`src/rtl/down_counter_with_load.sv`:
```
// Loadable down-counter with an IDLE/COUNT/DONE sequencer, abort, and a
// one-cycle completion pulse. Load values above the modulus are clamped.
module down_counter_with_load #(
    parameter int MAXIMUM_VALUE     = 36,
    parameter int NBITS_FOR_COUNTER = $clog2(MAXIMUM_VALUE)
) (
    input  logic                         clk,
    input  logic                         reset,
    input  logic                         start,
    input  logic [NBITS_FOR_COUNTER-1:0] load_value,
    input  logic                         enable,
    input  logic                         abort,
    output logic [NBITS_FOR_COUNTER-1:0] count,
    output logic                         busy,
    output logic                         done,
    output logic                         flag0,
    output logic                         flag_max
);

    localparam logic [NBITS_FOR_COUNTER-1:0] MAX_CNT = NBITS_FOR_COUNTER'(MAXIMUM_VALUE - 1);
    localparam logic [NBITS_FOR_COUNTER-1:0] ONE     = NBITS_FOR_COUNTER'(1);

    typedef enum logic [1:0] {IDLE, COUNT, DONE} state_t;

    state_t                         state_q;
    logic [NBITS_FOR_COUNTER-1:0]   count_q;
    logic                           busy_q;
    logic                           done_q;
    logic [NBITS_FOR_COUNTER-1:0]   load_d;
    logic [NBITS_FOR_COUNTER-1:0]   dec_d;

    assign load_d = (load_value > MAX_CNT) ? MAX_CNT : load_value;
    assign dec_d  = count_q - ONE;

    // busy/done are registered alongside the state so they never glitch.
    always_ff @(posedge clk) begin
        if (reset) begin
            state_q <= IDLE;
            count_q <= '0;
            busy_q  <= 1'b0;
            done_q  <= 1'b0;
        end else begin
            case (state_q)
                IDLE: begin
                    if (start && !abort) begin
                        count_q <= load_d;
                        state_q <= COUNT;
                        busy_q  <= 1'b1;
                    end
                end
                COUNT: begin
                    // abort outranks both the zero-exit and the decrement
                    if (abort) begin
                        state_q <= IDLE;
                        count_q <= '0;
                        busy_q  <= 1'b0;
                    end else if (count_q == '0) begin
                        state_q <= DONE;
                        busy_q  <= 1'b0;
                        done_q  <= 1'b1;
                    end else if (enable) begin
                        count_q <= dec_d;
                    end
                end
                DONE: begin
                    state_q <= IDLE;
                    done_q  <= 1'b0;
                end
                default: begin
                    state_q <= IDLE;
                    busy_q  <= 1'b0;
                    done_q  <= 1'b0;
                end
            endcase
        end
    end

    assign count    = count_q;
    assign busy     = busy_q;
    assign done     = done_q;
    assign flag0    = (count_q == '0);
    assign flag_max = (count_q == MAX_CNT);

endmodule

```
`config.mk`:
```
export PLATFORM = sky130hd
export DESIGN_NAME = down_counter_with_load
export DESIGN_NICKNAME = d
export VERILOG_FILES = /design/src/rtl/down_counter_with_load.sv
export SDC_FILE = /design/constraint.sdc
export NUM_CORES = 1
export LEC_CHECK = 0
export ABC_AREA = 0
export CAP_MARGIN = 20
export CORE_MARGIN = 4
export CORE_UTILIZATION = 41
export CTS_CLUSTER_DIAMETER = 100
export DETAILED_ROUTE_END_ITERATION = 8
export GPL_TIMING_DRIVEN = 0
export PLACE_DENSITY = 0.71
export REMOVE_ABC_BUFFERS = 1
export SLEW_MARGIN = 25
export SYNTH_ARGS = -nofsm -noshare
export SYNTH_HDL_FRONTEND = slang
export SYNTH_SLANG_ARGS = --single-unit
```
`constraint.sdc`:
```
create_clock -name clk -period 1.5 [get_ports clk]
set_input_delay 0.3 -clock clk [delete_from_list [all_inputs] [get_ports clk]]
set_output_delay 0.3 -clock clk [all_outputs]
set_load 0.01 [all_outputs]
```
# After elaboration in Yosys (flattened, before gate mapping)
# Cells that the tools add are included.
# totals
reg_bits,10
latch_bits,0
ram_bits,0
mem_bits_ro,0
in_bits,11
output_inout_bits,10
word_cells,43
mem_count,0
# op_classes
add_sub_neg,1
mul,0
n_div,0
n_lt_le_gt_ge,1
n_eq_ne,9
n_shift,0
muxes,17
bitwise_logic,2
n_reduce_logical,9
# ops
cell,count
2-to-1 mux 6 bit,5
case mux 6 bit (2 select lines),1
"inequality test 3 bit, second input constant",3
"equality test 6 bit, second input constant",1
"> comparator 6 bit, second input constant",1
zero test 6 bit,1
2-to-1 mux 2 bit,3
"inequality test 2 bit, second input constant",3
AND reduction 3 bit,2
"subtractor 6 x 1 -> 6 bit, second input constant",1
2-to-1 mux 1 bit,5
case mux 2 bit (2 select lines),1
AND reduction 4 bit,1
case mux 1 bit (3 select lines),1
"equality test 2 x 1 -> 1 bit, second input constant",1
"equality test 2 bit, second input constant",1
zero test 2 bit,1
inverter 1 bit,2
case mux 1 bit (2 select lines),1
AND reduction 2 bit,1
nonzero test 2 bit,1
logical AND 1 bit,1
zero test 1 bit,1

# Depth between registers and ports, before layout
# Gate-level depths: netlist of run 1.
# logic_depth
depth_word,5
ltp_mapped,6
ltp_nobuf,6

# Worst setup path after synthesis of run 1
# No wires, ideal clock.
# synth_timing
path_kind,reg2reg
start,reg count_q[0] (netlist: count[0])
end,reg count_q[2] (netlist: count[2])
setup_time_ns,0.132
arrival_time_ns,1.452
required_ns,1.368
slack_ns,-0.083
stages_incl_launch_ff,7
n_path_buf,0
period_less_slack_ns,1.583
path_cell_list,dfxtp_1 > inv_1 > ha_1 > nor4bb_4 > a21o_1 > o311ai_1 > o31ai_1
# synth_between
elab_chain_len,5
word_cells_on_any_way,8
cone_classes,add/sub: 1; eq/ne: 1; mux: 4; reduce/logical: 2
# synth_rtl
item,line,text
start: declaration,26,logic [NBITS_FOR_COUNTER-1:0] count_q;
start signal: assignment,46,count_q <= load_d;
subtractor 6 x 1 -> 6 bit,33,assign dec_d = count_q - ONE;
2-to-1 mux 6 bit,61,end else if (enable) begin
2-to-1 mux 6 bit,57,end else if (count_q == '0) begin
2-to-1 mux 6 bit,53,if (abort) begin
case mux 6 bit (2 select lines),43,case (state_q)
# Several ways; a longest one is shown, not always the timed one. The select of a mux whose other input is x is not followed.
# A chain may end at the register's enable or synchronous reset.

# Worst setup path after layout of run 1
# layout_timing
start,reg count_q[0] (netlist: count[0])
end,out flag_max
# layout_between
elab_chain_len,1
# layout_rtl
item,line,text
equality test 6 bit,82,assign flag_max = (count_q == MAX_CNT);
end: declaration,17,output logic flag_max
# No other way between the ends.

==> metrics.cfg, run 1 <==
[cts]
h-tree-depth = 1
clock_path_buffers = 2
clock-sinks = 10
cts.root.buffer_cell = clkbuf_4
numCtsBuffers = 3
insertion_delay_ps = 270
cts_tree = yes
cts.clk_slew.worst_paths_ps = 70

[setup_path]
end_kind = primary output
critPathMaxStageDelay_ps = 360
path_cells = buf_4, ha_2, and3_4, buf_6
critPathMaxFanout = 5
critical-path-top-delay-family = flip-flops
path_buf_inv = 2
arrival_ps = 1230
crit_slowest_cell = dfxtp_4
critPathKind = reg -> out
worstSetupStartpointType = flip-flop
required_ps = 1200

[power]
powerDensity_mw_per_mm2 = 756
ir_worst_vdd_mv = 0.441
power_leakage_nw = 0.508

[logic_synthesis]
synth_warnings = 0
ys_ff_latch = 10
synth-compound-area-share = 0.232
synth_area_per_cell_um2 = 8.86
yosys.area.top_type = dfxtp_1
synth_cell_types = 39
synth_mux_area_frac = 0.0403
async_flop_share = 0
ys.flop_type = dfxtp_1
syn_inst = 84
synth_fa_ha_area_frac = 0.0504
synth_top_family_by_area = simple AND/OR/NAND/NOR gates
syn_area_um2 = 744
synth.area.top_cells = dfxtp_1, a31oi_1, ha_1, mux2i_1, inv_1
ys_seq_area_frac = 0.269
synth_xor_xnor_area_share = 0.0235
synth_enable_flop_cells = 0
synthSimpleGateAreaFrac = 0.323
synth_top_area_frac = 0.269

[grt]
grt_use_total = 0.169
grt_pass1_wl_um = 3320
grt_pass1_vias = 721
grt_use_met3 = 0.0475
grt_use_met1 = 0.221
antenna_found_initial = 0
grt_use_met2 = 0.265
top_usage_layer = met2
grt_start_max_net_pins = 14
gr-total-overflow = 0

[die]
die-area_mm2 = 0.00256
dieHeight_um = 50.6
start_util = 0.431
core_area_mm2 = 0.00173
ioPinCount = 21
rows = 15
die_x_um = 50.6

[layout]
drive_above_1_share = 0.407
diodes = 0
final_common_cell = clkdlybuf4s50_1
areaGrowthSynthToFinish_pct = 51.1
instances_no_fill = 138
final_cell_mix = clkdlybuf4s50_1, buf_4, inv_1, nor2_1, a31oi_1
nNetsFinal = 129
fin_area_mm2 = 0.00112

[routing]
vias = 780
drt_pass1_iterations = 4
drt-initial-drc-count = 12
drc = 0
wire_per_inst_um = 15.1
drt-total-wl_um = 2090
viasPerCell = 5.65
ant_nets = 0

[sta]
worst_pin_slew_ps = 435
post-route-period-util = 1.02
rsz0062_at_grt = true
fin_ws_ps = -25.5
max_freq_mhz = 656
slew_headroom = 0.709
drv_slew = 0
hold_viol_final = 0
finalSetupViolCount = 1
finClkSkew_ps = 0.522
fin_crit_ps = 1530

[flow_run]
drv_cap = 0

[placed_design]
dpl-instance-area_um2 = 960
dp_hpwl_um = 1340
portBuffers = 20
place_congestion = 0.795
place_inst = 126

[outcome]
status = finished, violations left
violations = negative setup slack

[worst_hold_path]
hold_path.class = in -> reg

[synth_stat cells, types with 2 or more instances]
cell      number
dfxtp_1       10
o21ai_0        2
o311ai_0       2
nand3_2        2
a31oi_1        6
or2_2          2
inv_1          8
a211oi_1       3
xor2_1         2
nor3b_1        2
mux2i_1        3
nor2_1         6
a21oi_1        2
a21oi_2        2
nor3_2         2
and3_1         3
ha_1           3
nand2_1        3
[worst register-to-register path, stage by stage (launching register included)]
cell and delay (ps):
dfxtp_4 370, inv_2 60, ha_4 160, nor4bb_4 150, a21o_1 240, o311ai_2 260, o31ai_2 100
[state kept, by name, indices dropped and copies added, names as in the netlist]
name	flops
busy	1
count	6
done	1
state_q	2
[final timing paths]
check | cells after the start | end | slack [ps] | startpoint
setup / recovery | 4 | flag_max | -30 | count[0]
hold / removal | 2 | state_q[0] | 450 | abort
setup reg to reg | 6 | count[2] | 30 | count[0]
hold reg to reg | 2 | done | 480 | done
[power by group]
| group | internal, W | switching (W) |
|---|---|---|
| Clock | 0.0000929 | 0.0000998 |
| Sequential | 0.000288 | 0.0000361 |
| Combinational | 0.000178 | 0.000156 |
[final cells by class]
class	instances	area (µm²)
fillers	143	602
inverters	8	30.0
multi-input cells	63	553
clock buffers	3	22.5
repair buffers	29	265
well taps	25	31.3
flip-flops and latches	10	223
[kinds of logic after synthesis]
family	count (synthesis)
AND/OR/NAND/NOR	32
AO/OA/AOI/OAI	23
buffers and inverters	11
flip-flops	10
multiplexers	3
adder cells (fa/ha/maj)	3
XOR/XNOR	2
[per-layer routing]
metal	wire length [µm]	vias to the layer above	share of wire
met1	929	380	0.44
met5	0	-	0
met2	1060	22	0.51
li1	-	374	-
met4	16	0	0.0077
met3	82	4	0.039
[metrics by stage]
stage	setup WS [ps]	total power, W	hold WS, ps	setup TNS, ps	utilization
after floorplan	-82.1	0.000484	362	-227	-
after global placement	-565	0.000600	467	-4160	0.556
after detailed placement	-539	0.000602	472	-4120	0.556
after CTS	3.89	0.000810	482	0	0.594
after global routing	-53.0	0.000906	485	-173	0.651
final	-25.5	0.000851	449	-25.5	0.651
[repair_timing]
item	in CTS	in global routing
hold buffers	0	0
setup buffers	4	5
resized for setup	25	19
pin swaps	9	5
endpoints found under the setup margin	15	12
cloned	0	0
(Power assumes the default switching activity.)
==> run 2: changes to the inputs <==
- CAP_MARGIN: 20 -> 25
==> results of run 2 <==
Final layout, timing and power as in run 1 (identical DEF).
